<file path="src/rtl/hdlc_tx_sequencer.sv">
// HDLC transmit sequencer: fetches frame bytes from the Tx buffer and serialises
// opening flag, zero-stuffed data, optional CRC-16/X.25 FCS and closing flag.
module hdlc_tx_sequencer #(
  parameter int unsigned MAX_BYTES = 126,
  parameter logic [15:0] FCS_INIT  = 16'hFFFF
) (
  input  logic       Clk,
  input  logic       Rst,
  input  logic       Tx_Enable,
  input  logic       Tx_AbortFrame,
  input  logic       Tx_FCSen,
  input  logic [7:0] Tx_FrameSize,
  output logic       Tx_RdBuff,
  input  logic [7:0] Tx_Data,
  output logic       Tx,
  output logic       Tx_ValidFrame,
  output logic       Tx_AbortedTrans,
  output logic       Tx_Done,
  output logic       Tx_Busy
);

  localparam int unsigned SIZE_W = 8;
  localparam int unsigned CRC_W  = 16;
  localparam logic [SIZE_W-1:0] MAX_B   = SIZE_W'(MAX_BYTES);
  localparam logic [7:0]        FLAG    = 8'h7E;
  localparam logic [CRC_W-1:0]  CRC_POLY = 16'h8408;

  localparam logic [2:0] ST_IDLE  = 3'd0;
  localparam logic [2:0] ST_START = 3'd1;
  localparam logic [2:0] ST_DATA  = 3'd2;
  localparam logic [2:0] ST_FCS   = 3'd3;
  localparam logic [2:0] ST_END   = 3'd4;
  localparam logic [2:0] ST_ABORT = 3'd5;

  logic [2:0]        state_q, state_d;
  logic [3:0]        bit_q, bit_d;
  logic [2:0]        ones_q, ones_d;
  logic [SIZE_W-1:0] left_q, left_d;
  logic [7:0]        cur_q, cur_d;
  logic [7:0]        pref_q, pref_d;
  logic [CRC_W-1:0]  crc_q, crc_d;
  logic              fcs_en_q, fcs_en_d;
  logic              tx_q, tx_d;
  logic              rd_q, rd_d;
  logic              rd_dly_q;
  logic              valid_q, valid_d;
  logic              aborted_q, aborted_d;
  logic              done_q, done_d;
  logic              busy_q, busy_d;

  logic [3:0]        bit_inc;
  logic [SIZE_W-1:0] size_clamp;
  logic              in_frame;
  logic              go_abort, next_byte, emit, emit_data, line_bit;

  // One CRC-16/X.25 step, LSB-first reflected form.
  function automatic logic [CRC_W-1:0] crc_step(input logic [CRC_W-1:0] c, input logic b);
    logic [CRC_W-1:0] s;
    s = c >> 1;
    if (c[0] ^ b) s = s ^ CRC_POLY;
    return s;
  endfunction

  assign bit_inc    = bit_q + 4'd1;
  assign size_clamp = (Tx_FrameSize > MAX_B) ? MAX_B : Tx_FrameSize;
  assign in_frame   = (state_q == ST_START) || (state_q == ST_DATA) || (state_q == ST_FCS);

  // Registers describe the bit currently on the line; next-state logic picks the following bit.
  always_comb begin
    state_d   = state_q;
    bit_d     = bit_q;
    ones_d    = ones_q;
    left_d    = left_q;
    cur_d     = cur_q;
    pref_d    = pref_q;
    crc_d     = crc_q;
    fcs_en_d  = fcs_en_q;
    aborted_d = aborted_q;
    tx_d      = 1'b1;
    rd_d      = 1'b0;
    done_d    = 1'b0;
    go_abort  = 1'b0;
    next_byte = 1'b0;
    emit      = 1'b0;
    emit_data = 1'b0;
    line_bit  = 1'b0;

    if (rd_dly_q && in_frame) pref_d = Tx_Data;

    case (state_q)
      ST_IDLE: begin
        if (Tx_Enable && (size_clamp != '0)) begin
          state_d   = ST_START;
          bit_d     = 4'd0;
          left_d    = size_clamp;
          fcs_en_d  = Tx_FCSen;
          aborted_d = 1'b0;
          crc_d     = FCS_INIT;
          ones_d    = 3'd0;
          tx_d      = FLAG[0];
          rd_d      = 1'b1;
        end
      end
      ST_START: begin
        if (Tx_AbortFrame) go_abort = 1'b1;
        else if (bit_q == 4'd7) next_byte = 1'b1;
        else begin
          bit_d = bit_inc;
          tx_d  = FLAG[bit_inc[2:0]];
        end
      end
      ST_DATA, ST_FCS: begin
        if (Tx_AbortFrame) go_abort = 1'b1;
        else if (ones_q == 3'd5) begin
          // Stuffed zero: bit position holds, run of ones restarts.
          tx_d   = 1'b0;
          ones_d = 3'd0;
        end else if ((state_q == ST_DATA) && (bit_q != 4'd7)) begin
          bit_d     = bit_inc;
          emit      = 1'b1;
          emit_data = 1'b1;
          line_bit  = cur_q[bit_inc[2:0]];
        end else if ((state_q == ST_DATA) && (left_q != '0)) begin
          next_byte = 1'b1;
        end else if ((state_q == ST_DATA) && fcs_en_q) begin
          state_d  = ST_FCS;
          bit_d    = 4'd0;
          emit     = 1'b1;
          line_bit = ~crc_q[0];
        end else if ((state_q == ST_FCS) && (bit_q != 4'd15)) begin
          bit_d    = bit_inc;
          emit     = 1'b1;
          line_bit = ~crc_q[bit_inc];
        end else begin
          state_d = ST_END;
          bit_d   = 4'd0;
          tx_d    = FLAG[0];
        end
      end
      ST_END: begin
        if (bit_q == 4'd7) begin
          state_d = ST_IDLE;
          bit_d   = 4'd0;
          done_d  = 1'b1;
        end else begin
          bit_d = bit_inc;
          tx_d  = FLAG[bit_inc[2:0]];
        end
      end
      ST_ABORT: begin
        bit_d = bit_inc;
        if (bit_q == 4'd7) begin
          state_d = ST_IDLE;
          bit_d   = 4'd0;
        end
      end
      default: begin
        state_d = ST_IDLE;
        bit_d   = 4'd0;
      end
    endcase

    if (next_byte) begin
      state_d   = ST_DATA;
      bit_d     = 4'd0;
      cur_d     = pref_q;
      left_d    = left_q - SIZE_W'(1);
      rd_d      = (left_q != SIZE_W'(1));
      emit      = 1'b1;
      emit_data = 1'b1;
      line_bit  = pref_q[0];
    end

    if (emit) begin
      tx_d   = line_bit;
      ones_d = line_bit ? 3'(ones_q + 3'd1) : 3'd0;
    end
    if (emit_data) crc_d = crc_step(crc_q, line_bit);

    if (go_abort) begin
      state_d   = ST_ABORT;
      bit_d     = 4'd0;
      tx_d      = 1'b0;
      rd_d      = 1'b0;
      aborted_d = 1'b1;
    end

    valid_d = (state_d == ST_START) || (state_d == ST_DATA) ||
              (state_d == ST_FCS) || (state_d == ST_END);
    busy_d  = (state_d != ST_IDLE);
  end

  always_ff @(posedge Clk or negedge Rst) begin
    if (!Rst) begin
      state_q   <= ST_IDLE;
      bit_q     <= 4'd0;
      ones_q    <= 3'd0;
      left_q    <= '0;
      cur_q     <= 8'd0;
      pref_q    <= 8'd0;
      crc_q     <= FCS_INIT;
      fcs_en_q  <= 1'b0;
      tx_q      <= 1'b1;
      rd_q      <= 1'b0;
      rd_dly_q  <= 1'b0;
      valid_q   <= 1'b0;
      aborted_q <= 1'b0;
      done_q    <= 1'b0;
      busy_q    <= 1'b0;
    end else begin
      state_q   <= state_d;
      bit_q     <= bit_d;
      ones_q    <= ones_d;
      left_q    <= left_d;
      cur_q     <= cur_d;
      pref_q    <= pref_d;
      crc_q     <= crc_d;
      fcs_en_q  <= fcs_en_d;
      tx_q      <= tx_d;
      rd_q      <= rd_d;
      rd_dly_q  <= rd_q;
      valid_q   <= valid_d;
      aborted_q <= aborted_d;
      done_q    <= done_d;
      busy_q    <= busy_d;
    end
  end

  assign Tx              = tx_q;
  assign Tx_RdBuff       = rd_q;
  assign Tx_ValidFrame   = valid_q;
  assign Tx_AbortedTrans = aborted_q;
  assign Tx_Done         = done_q;
  assign Tx_Busy         = busy_q;

endmodule

</file>
<file path="config.mk">
export PLATFORM = sky130hd
export DESIGN_NAME = hdlc_tx_sequencer
export DESIGN_NICKNAME = d
export VERILOG_FILES = /design/src/rtl/hdlc_tx_sequencer.sv
export SDC_FILE = /design/constraint.sdc
export NUM_CORES = 1
export LEC_CHECK = 0
export CAP_MARGIN = 0
export CORE_ASPECT_RATIO = 0.6
export CORE_MARGIN = 1.5
export CORE_UTILIZATION = 58
export CTS_BUF_LIST = sky130_fd_sc_hd__clkbuf_8 sky130_fd_sc_hd__clkbuf_16
export DETAILED_ROUTE_END_ITERATION = 12
export GPL_TIMING_DRIVEN = 1
export PLACE_DENSITY_LB_ADDON = 0.2
export SLEW_MARGIN = 30
export SYNTH_ARGS = -nofsm -noshare
export SYNTH_HDL_FRONTEND = slang
export SYNTH_SLANG_ARGS = --single-unit
export TNS_END_PERCENT = 1
</file>
<file path="constraint.sdc">
create_clock -name Clk -period 2.8 [get_ports Clk]
set_input_delay 0.56 -clock Clk [delete_from_list [all_inputs] [get_ports Clk]]
set_output_delay 0.56 -clock Clk [all_outputs]
set_load 0.05 [all_outputs]
</file>
==> impl_metrics.toml, run 1 <==
[cts]
numCtsBuffers = 9
cts.sinks = 58
insertion_delay_ps = 330
cts_tree = "yes"
cts_hold_buf = 0
ctsLongestPathBuffers = 2
htreeDepth = 3
path_clk_slew_ps = 60
clk_root_buffer_cell = "clkbuf_8"
post_cts.repair.setup_buffers = 0
cts_resized = 0

[synthesis]
synth_area_um2 = 3150
synth_cell_types = 55
synth.avg_cell_area_um2 = 9.88
ys_seq_elements = 58
syn_inst = 319
synth_nets = 345
yosysTopAreaCell = "dfrtp_1"
synth-main-ff-cell = "dfrtp_1"
yosys-top-cells-area = "dfrtp_1 (33%), dfstp_2 (14%), nand2_1 (6.2%), mux4_2 (4.3%), nor2_1 (3.9%)"
yosysWarnings = 0
synth-edff-count = 0
async_flop_share_pct = 100
seq_area_frac_synth_pct = 46.7
synth_top_area_share_pct = 32.6

[critical_path]
start_kind = "register"
endpoint_kind = "register"
cp_data_arrival_time_ps = 2750
crit_type = "reg2reg"
critPathMaxFanout = 16
worstPathRequired_ps = 3050

[global_route]
antenna_found_initial = 0
grt_pass1_vias = 2489
grt_max_degree = 34
grt_overflow = 0
grt_pass1_wl_um = 12100
track_usage_pct = 27.1

[floorplanning]
start_util_pct = 61.1
die_y_um = 60.1
coreArea_um2 = 5150
die_w_um = 98.2
io_pins = 27
num_rows = 20
die_area_um2 = 5900

[place]
dp.cells = 409
hpwl_um = 5240
dpl-instance-area_um2 = 3530
io_buffers = 26
gp_congestion = 0.932

[sta]
fmax_ghz = 0.400
finalCritPeriodShare_pct = 89.3
finalSetupViolCount = 0
setup_tns_ps = 0
rsz0062_at_grt = "false"
relSlewSlack_pct = 60.8
hold_viol = 0
tightest_slew_ps = 588
min_period_ps = 2500
skew_ps = 5.36
slew_violations = 0

[finish]
ff_latch_area_um2 = 1470
final_common_cell = "nand2_1"
stdcell_count = 425
final_cell_mix = "nand2_1 (52), dfrtp_1 (41), nor2_1 (33)"
multiInputGateArea_um2 = 1580
finalNetCount = 380
diodes = 0
fin_util_pct = 72.6
area_growth_syn_to_layout_pct = 18.8
nFillCells = 399
layout-drive-gt1-share_pct = 19.5
final_cell_area_um2 = 3740

[detailed_routing]
post_drt_wl_per_cell_um = 17.3
viasPerCell = 6.14
drt_first_pass_iters = 5
drc = 0
vias = 2609
ant_nets = 0
drt-total-wl_um = 7370
drtIter0Drc = 167

[power]
leakagePower_uw = 0.00166
totalPowerFinal_uw = 3830
p_per_area_nw_per_um2 = 1020
ir_worst_vdd_mv = 0.777

[status]
status = "finished, final reports clean"

[hold_path]
hold_class = "in2async"

[job]
drv_cap = 0
[area by class of cell]
| type | instances | share of cell area [%] |
|---|---|---|
| clock buffers | 9 | 3.31 |
| clock inverters | 7 | 2.51 |
| inverters | 8 | 0.802 |
| multi-input cells | 239 | 42.3 |
| flip-flops and latches | 58 | 39.3 |
| well taps | 66 | 2.21 |
| repair buffers | 38 | 9.56 |
[report_power, final]
group / internal [uW] / leakage [uW] / total, uW / switching (uW)
combinational: 651 / 0.000861 / 1400 / 753
sequential: 1250 / 0.000695 / 1580 / 331
clock: 499 / 0.000107 / 839 / 341
[registers in the layout (all words and copies together), names as in the netlist]
name,flops
bit_q,4
fcs_en_q,1
state_q,3
Tx_Busy,1
Tx_RdBuff,1
cur_q,8
rd_dly_q,1
Tx_Done,1
pref_q,8
Tx_AbortedTrans,1
left_q,8
ones_q,3
crc_q,16
Tx,1
Tx_ValidFrame,1
[metal layers]
layer	track usage, %	share of wire, %	up-vias
met2	42.3	45	131
met5	0	0	-
met4	6.84	0.84	0
met3	8.54	8.2	6
li1	-	-	1215
met1	37.4	46	1257
[cell families after synthesis]
group	count (synthesis)	synth area share, %
and+or+nand+nor	136	21.0
muxes	23	10.0
buffers and inverters	22	3.02
xor gates and xnor gates	3	0.834
DFF	58	46.7
AOI/OAI and AO/OA	72	16.4
adders and majority gates	5	1.99
[critical path, stage by stage, from the launching register on]
cell and delay [ps]:
dfrtp_1 410, inv_1 120, ha_1 250, nor3b_4 310, nand2_2 110, a31o_1 260, and2_4 210, a22o_4 320
or2_0 230, a211oi_1 200
[cells in the mapped netlist (2+ instances only)]
| cell type | number |
|---|---|
| nand2_1 | 52 |
| dfrtp_1 | 41 |
| nor2_1 | 33 |
| dfstp_2 | 17 |
| o21ai_0 | 16 |
| o22a_1 | 14 |
| nor2b_1 | 10 |
| a21oi_1 | 9 |
| clkbuf_1 | 9 |
| mux2i_1 | 9 |
| inv_1 | 8 |
| mux2_2 | 8 |
| nand3_1 | 7 |
| mux4_2 | 6 |
| ha_1 | 5 |
| nor3_1 | 5 |
| a211oi_1 | 4 |
| buf_2 | 4 |
| o22ai_1 | 4 |
| a21o_1 | 3 |
| a31oi_1 | 3 |
| nor4_1 | 3 |
| or2_2 | 3 |
| xor2_1 | 3 |
| a21boi_0 | 2 |
| a41oi_1 | 2 |
| and2_1 | 2 |
| and2b_1 | 2 |
| and3_1 | 2 |
| nand2b_1 | 2 |
| nand3b_1 | 2 |
| o221a_2 | 2 |
| o221ai_1 | 2 |
| o311ai_0 | 2 |
| or3_1 | 2 |
| or4_1 | 2 |
[path summary, 6_finish.rpt]
path	start	end	slack [ps]	cells past startpoint
max	left_q[0]	crc_q[15]	300	9
min	Rst	ones_q[1]	220	1
max reg2reg	left_q[0]	crc_q[15]	300	9
min reg2reg	Tx_RdBuff	rd_dly_q	390	0
max in group asynchronous	Rst	crc_q[5]	1930	2
min in group Clk	Tx_RdBuff	rd_dly_q	390	0
[through the flow]
stage	setup slack, ps	hold slack [ps]
after floorplan	569	264
final	300	224
after detailed placement	309	376
after CTS	347	233
after global routing	200	259
after global placement	345	370
No activity file was read; power rests on OpenSTA's default activity.
==> run 2: changes to the inputs <==
Settings changed: SETUP_SLACK_MARGIN set to 0.3.
==> run 2 against run 1 <==
Register-to-register slack improved by 80 ps. Sequential cell count unchanged. Worst setup slack improved by 79 ps. Clock skew increased by 2.1 ps. Design area increased by 1.1%. Utilization increased by 0.83 points. Critical endpoint unchanged. Largest cell class unchanged.
==> impl_metrics.toml, run 2 (synthesis gave the netlist of run 1 again) <==
[status]
status = "finished, final reports clean"

[critical_path]
rr_endpoint = "crc_q[15]"
start_kind = "register"
endpoint_kind = "register"
path_delay_family = "simple AND/OR/NAND/NOR gates"
worstPathRequired_ps = 3050
r2r_cells = 9
crit_type = "reg2reg"
critPathLaunch = "left_q[0]"
crit_path_top_delay_cell = "dfrtp_1"
critical_path.max_stage_delay_ps = 420
crit_buf_inv = 1
critPathMaxFanout = 13
r2r_start = "left_q[0]"
path_cells = "inv_2 > ha_2 > nor3b_4 > nand2_2 > a31o_1 > and2_4 > a22o_4 > or2_0 > a211oi_1"
cp_data_arrival_time_ps = 2670
rrSetupSlack_ps = 380

[finish]
final_common_cell = "nand2_1"
diodes = 0
layout-drive-gt1-share_pct = 21.4
finalNetCount = 385
largest_reg_flops = 16
stdcell_count = 430
final_cell_mix = "nand2_1 (52), dfrtp_1 (41), nor2_1 (33)"
area_growth_syn_to_layout_pct = 20.2
regMostFlops = "crc_q"
nFillCells = 391

[place]
gp_congestion = 0.932
io_buffers = 26
dp.cells = 409
hpwl_um = 5240

[power]
ir_worst_vdd_mv = 0.778
leakagePower_uw = 0.00169
p_per_area_nw_per_um2 = 1020

[sta]
hold_viol = 0
relSlewSlack_pct = 60.5
setup_tns_ps = 0
min_period_ps = 2420
tightest_slew_ps = 593
fmax_ghz = 0.413
skew_ps = 7.41
finalSetupViolCount = 0
rsz0062_at_grt = "true"
slew_violations = 0
finalCritPeriodShare_pct = 86.5

[cts]
cts_tree = "yes"
path_clk_slew_ps = 70
ctsLongestPathBuffers = 2
htreeDepth = 3
clk_root_buffer_cell = "clkbuf_8"
cts.sinks = 58
insertion_delay_ps = 340
numCtsBuffers = 9

[floorplanning]
io_pins = 27
num_rows = 20
die_area_um2 = 5900
die_w_um = 98.2
start_util_pct = 61.1
coreArea_um2 = 5150
die_y_um = 60.1

[global_route]
grt_overflow = 0
track_usage_pct = 27.1
grt_max_degree = 34
grt_pass1_vias = 2489
grt_pass1_wl_um = 12100
antenna_found_initial = 0

[detailed_routing]
drt-total-wl_um = 7510
drt_first_pass_iters = 5
post_drt_wl_per_cell_um = 17.5
drtIter0Drc = 184
viasPerCell = 6.13
vias = 2635
drc = 0
ant_nets = 0

[hold_path]
hold_class = "in2async"

[job]
drv_cap = 0
[run 2: layout make-up]
type | instances | area, um^2 | share of cell area (%)
Timing Repair Buffer | 43 | 395 | 10.4
Clock inverter | 7 | 93.8 | 2.48
Clock buffer | 9 | 124 | 3.27
Sequential cell | 58 | 1470 | 38.9
Tap cell | 66 | 82.6 | 2.18
Inverter | 8 | 30.0 | 0.793
Multi-Input combinational cell | 239 | 1590 | 41.9
[run 2: repair_timing]
action,CTS,global route
resized for setup,0,3
setup buffers,0,5
endpoints found under the setup margin,0,10
hold buffers,0,0
[run 2: worst max path at each step]
stage | depth (start not counted) | slack [ps] | to
finish | 9 | 380 | crc_q[15]
global route | 9 | 290 | crc_q[15]
CTS | 9 | 350 | crc_q[15]
detailed placement | 8 | 310 | left_q[2]
global placement | 8 | 340 | bit_q[2]
floorplan | 10 | 570 | crc_q[15]
[run 2: where the power goes]
group | internal [uW] | leakage, uW | total (uW) | switching [uW]
clock | 499 | 0.000107 | 844 | 345
combinational | 670 | 0.000885 | 1430 | 756
sequential | 1250 | 0.000695 | 1580 | 334
[run 2: metrics by stage]
| stage | setup WS (ps) | hold slack (ps) | instance area, um^2 | utilization (%) | total power [uW] |
|---|---|---|---|---|---|
| detailed placement | 309 | 376 | 3530 | 68.4 | 2970 |
| global route | 287 | 259 | 3790 | 73.4 | 4090 |
| floorplan | 569 | 264 | 3150 | - | 2530 |
| global placement | 345 | 370 | 3530 | 68.4 | 2920 |
| CTS | 347 | 233 | 3740 | 72.6 | 3840 |
| finish | 379 | 222 | 3790 | 73.4 | 3860 |
[run 2: worst register-to-register path, cell delays in order (launching register included)]
cell and delay (ps):
dfrtp_1 420, inv_2 100, ha_2 210, nor3b_4 260, nand2_2 100, a31o_1 260, and2_4 230, a22o_4 320
or2_0 230, a211oi_1 200
[run 2: layer usage]
metal  wire length [um]  global-route usage [%]  vias up
met1               3430                    37.4     1280
met2               3390                    42.3      119
met4                 67                    6.84        0
li1                   -                       -     1229
met5                  0                       0        -
met3                612                    8.54        7
==> run 3: changes to the inputs <==
Settings changed: SETUP_SLACK_MARGIN 0.3 to not set.
==> results of run 3 <==
No change in the layout: final DEF, timing and power equal those of run 1.
